### config.mk
export PLATFORM = sky130hd
export DESIGN_NAME = rollover_counter
export DESIGN_NICKNAME = d
export VERILOG_FILES = /design/src/rtl/rollover_counter.sv
export SDC_FILE = /design/constraint.sdc
export NUM_CORES = 1
export LEC_CHECK = 0
export BUFFER_PORTS_ARGS = -buffer_cell sky130_fd_sc_hd__buf_2
export CAP_MARGIN = 20
export CORE_UTILIZATION = 30
export DETAILED_ROUTE_END_ITERATION = 8
export GPL_ROUTABILITY_DRIVEN = 0
export PLACE_DENSITY = 0.51
export SETUP_SLACK_MARGIN = 0.15
export SYNTH_ARGS = -nofsm -noshare
export SYNTH_HDL_FRONTEND = slang
export SYNTH_SLANG_ARGS = --single-unit
### constraint.sdc
create_clock -name i_clk -period 2.25 [get_ports i_clk]
set_clock_uncertainty 0.15 [all_clocks]
set_input_delay 0.45 -clock i_clk [delete_from_list [all_inputs] [get_ports i_clk]]
set_output_delay 0.45 -clock i_clk [all_outputs]
set_load 0.02 [all_outputs]
### src/rtl/rollover_counter.sv
// Programmable modulo-k cycle counter that drives the downstream clock divider's rollover input.
// A new modulus is accepted through a handshake and only takes effect on a wrap boundary.
module rollover_counter #(
    parameter int WIDTH     = 8,
    parameter int DEFAULT_K = 3
) (
    input  logic             i_clk,
    input  logic             i_reset,
    input  logic             i_enable,
    input  logic             i_k_valid,
    input  logic [WIDTH-1:0] i_k,
    output logic             o_k_ready,
    output logic             o_k_err,
    output logic [WIDTH-1:0] o_count,
    output logic             o_roll_over
);

    localparam logic [WIDTH-1:0] K_RESET = WIDTH'(DEFAULT_K);
    localparam logic [WIDTH-1:0] ONE     = WIDTH'(1);

    typedef enum logic [1:0] {
        S_IDLE = 2'd0,
        S_RUN  = 2'd1,
        S_PEND = 2'd2
    } state_t;

    state_t           state;
    logic [WIDTH-1:0] count;
    logic [WIDTH-1:0] k_active;
    logic [WIDTH-1:0] k_pending;
    logic             roll_over;
    logic             k_err;

    // Handshake: a modulus transfers on a rising edge where i_k_valid && o_k_ready;
    // i_k is sampled only on that edge, and ready stays low while a modulus is pending.
    logic transfer;
    logic accept;
    logic at_wrap;

    assign transfer = i_k_valid && (state != S_PEND);
    assign accept   = transfer && (i_k != '0);
    assign at_wrap  = (count == (k_active - ONE));

    always_ff @(posedge i_clk or posedge i_reset) begin
        if (i_reset) begin
            state     <= S_IDLE;
            count     <= '0;
            k_active  <= K_RESET;
            k_pending <= '0;
            roll_over <= 1'b0;
            k_err     <= 1'b0;
        end else begin
            k_err     <= transfer && (i_k == '0);
            roll_over <= 1'b0;
            case (state)
                S_PEND: begin
                    if (!i_enable) begin
                        k_active <= k_pending;
                        count    <= '0;
                        state    <= S_IDLE;
                    end else if (at_wrap) begin
                        // The wrap completes the old period; the pending modulus starts the next one.
                        count     <= '0;
                        roll_over <= 1'b1;
                        k_active  <= k_pending;
                        state     <= S_RUN;
                    end else begin
                        count <= count + ONE;
                    end
                end
                default: begin
                    if (accept && (state == S_IDLE || !i_enable)) begin
                        // Not counting: load the new modulus immediately and restart from zero.
                        k_active <= i_k;
                        count    <= '0;
                        state    <= i_enable ? S_RUN : S_IDLE;
                    end else begin
                        if (i_enable) begin
                            if (at_wrap) begin
                                count     <= '0;
                                roll_over <= 1'b1;
                            end else begin
                                count <= count + ONE;
                            end
                        end
                        if (accept) begin
                            k_pending <= i_k;
                            state     <= S_PEND;
                        end else begin
                            state <= i_enable ? S_RUN : S_IDLE;
                        end
                    end
                end
            endcase
        end
    end

    assign o_k_ready   = (state != S_PEND);
    assign o_k_err     = k_err;
    assign o_count     = count;
    assign o_roll_over = roll_over;

endmodule

==> metrics.txt <==
Top cell by count, worst path nor2_1; DRC violations left 0; DIE WIDTH 75.3 microns; Syn Area/Cell 10.4 sq um; Sw Share 31.2%; DRT Wirelength 3.93 mm; die height 75.3 microns; CTS root buffer clkbuf_8; #FFs+latches synth 28; global-route usage over all layers 16.0%; Worst path slowest cell dfstp_2; worst reg2reg setup slack 0.02 ns; Post-synth EDFFs 0; Tcrit/Tclk final 98.9%; Logic pwr share 29.0%; Starting Density 31.4%; slew margin rel. 74.4%; row count 26; Yosys Warn Count 0; PnR worst setup slack 0.0242 ns; fin. max-slew vios 0; Placement Cell Area 1970 sq um; Arr. time, crit path 2.29 ns; final hold viol count 0; Crit path largest cell delay 0.55 ns; Lkg Pwr 0.902 nW; asr flop ratio synth 100%; Buf+Inv Stages, Crit Path 1; Largest delay share family, worst path compound AO/OA/AOI/OAI gates; Flop pwr share 49.9%; Ports 23; number of H-tree levels 1; Setup-failing EPs final 0; die area 5670 sq um; vias in the first global route 1383; RSZ-0062 raised after global routing true; Reg area 704 sq um; total global routing overflow 0; Setup crit end kind flop; Place WS -0.0765 ns; Vias 1377; antenna violation net count after detailed routing 0; top-area cell type share of the netlist area 40.4%; crit-path cells inv_2 > ha_4 > nor2_1 > nor2_1 > a221oi_2 > a41o_1 > and4_4 > o221a_4 > o221a_2; CTS tree done; Max-Cap Viols 0; DR WL/cell 14.7 microns; area of the multi-input gates 928 sq um; Clock transition at path regs 0.10 ns; Crit path required time 2.31 ns; nets 213; Max clock buf depth 2; share of layout cells above drive strength 1 43.9%; largest net degree at the start of global routing 29; outcome finished, final reports clean; core area 5140 sq um; clk_lat worst skew 0.28 ns; clock network fraction of total power 21.1%; fill count 529; routed vias/inst 5.14; cell area after layout 2080 sq um; Hold Path Class input port to asynchronous set/reset pin; clk sinks 28; Switching Power 0.000419 W; total power draw 0.00134 W; Pwr Density 645 nW/um^2; register area share after synthesis 43.6%; CP Max Fanout 8; initial antenna violation count 0; DR pass1 iterations 4; global-route wire length before repair 6.76 mm; initial drt markers 143; Peak VDD IR 254 uV; post-route minimum period 2.23 ns; Internal 0.000923 W; Tightest Pin Transition 0.383 ns; Hold Slack 0.0743 ns; Startpoint Class flop; cell taking the most area after synthesis dfrtp_1; Area growth, synth to finish 29.0%; FMAX 449 MHz; Setup CP Type flop to flop; count of cell types in the netlist 46; cell count after synthesis 155; Detail Placement HPWL 2.88 mm; IO Port Bufs 22; ANT cells 0; Num CTS Buffers 3; Top FF cell, synth dfrtp_1; Synthesized Nets 169; top post-synthesis cells by area dfrtp_1, mux2_2, o221a_2, o22a_1, nand2_1; placed cells 263; synthesized area 1610 sq um; final cell count without fillers 268
[kinds of logic (layout without fill, tap and decap cells)]
| family | after synthesis | count (layout) | synth area share (%) |
|---|---|---|---|
| mux | 8 | 8 | 5.59 |
| compound gates | 42 | 42 | 22.6 |
| xor+xnor | 10 | 10 | 5.43 |
| fa+ha+maj | 2 | 2 | 1.55 |
| simple gates | 55 | 55 | 17.8 |
| buf+inv | 10 | 53 | 3.42 |
| flops | 28 | 28 | 43.6 |
[power groups by stage]
stage	Sequential (W)	Combinational [W]	Clock [W]
floorplan	0.000664	0.000252	0
global placement	0.000671	0.000357	0
detailed placement	0.000675	0.000366	0
CTS	0.000666	0.000375	0.000295
global route	0.000683	0.000428	0.000317
finish	0.000670	0.000389	0.000283
[through the flow]
stage / setup TNS, ns / utilization [%]
5_1_grt: -0.775 / 40.5
3_3_place_gp: -0.675 / 38.3
3_5_place_dp: -0.618 / 38.3
2_1_floorplan: 0 / -
4_1_cts: 0 / 39.8
6_report: 0 / 40.5
[sequential cells by signal (all words and copies together), names as in the netlist]
name	flops
o_roll_over	1
state	2
o_count	8
k_active	8
o_k_err	1
k_pending	8
[final cells by class]
class / instances / area share [%]
timing repair buffer: 45 / 14.4
multi-input combinational: 117 / 44.6
clock buffer: 4 / 2.17
sequential: 28 / 33.9
inverter: 4 / 0.722
tap: 70 / 4.21
[worst paths after layout]
check	from	to	depth (start not counted)
min in group i_clk	i_k_valid	o_k_err	3
worst min-delay path	i_reset	state[0]	3
max in group asynchronous	i_reset	k_active[1]	3
worst max-delay path	k_active[1]	k_active[4]	9
worst min register to register	k_pending[7]	k_pending[7]	1
worst max register to register	k_active[1]	k_active[4]	9
[tightest hold or removal path: stages]
cell	delay, ns
buf_2	0.09
inv_1	0.04
buf_4	0.35
[timing repair]
| action | 4_1_cts | 5_1_grt |
|---|---|---|
| hold endpoints to repair | 0 | 0 |
| gates cloned | 0 | 0 |
| hold buffers | 0 | 0 |
| setup buffers | 1 | 0 |
| gates resized for setup | 6 | 7 |
| pin swaps | 2 | 2 |
| setup endpoints to repair | 19 | 20 |
[metal layers]
layer	vias to the layer above	GRT usage [%]	wire length (microns)
met3	2	2.51	143
met4	0	4.94	29
met5	-	0	0
li1	675	-	-
met1	674	21.8	1960
met2	26	26.1	1800
[cells in the final DEF, fill, tap and decap left out, types with 4 or more instances in the layout]
cell / count
xor2_1: 4
o21ai_1: 4
buf_4: 21
buf_2: 22
nand2_1: 17
dfrtp_1: 25
nor3_1: 5
xnor2_1: 5
o221a_2: 6
nand3_1: 6
nor4_1: 4
mux2_2: 8
o22a_1: 8
nor2_1: 4
[synthesized netlist by cell type, drive strengths merged (5+ instances only)]
| cell type | n |
|---|---|
| nand2 | 18 |
| nor3 | 5 |
| o21ai | 6 |
| o22a | 8 |
| mux2 | 8 |
| dfrtp | 26 |
| xnor2 | 6 |
| o221a | 9 |
| buf | 5 |
| nand3 | 6 |
(Power assumes the default switching activity.)
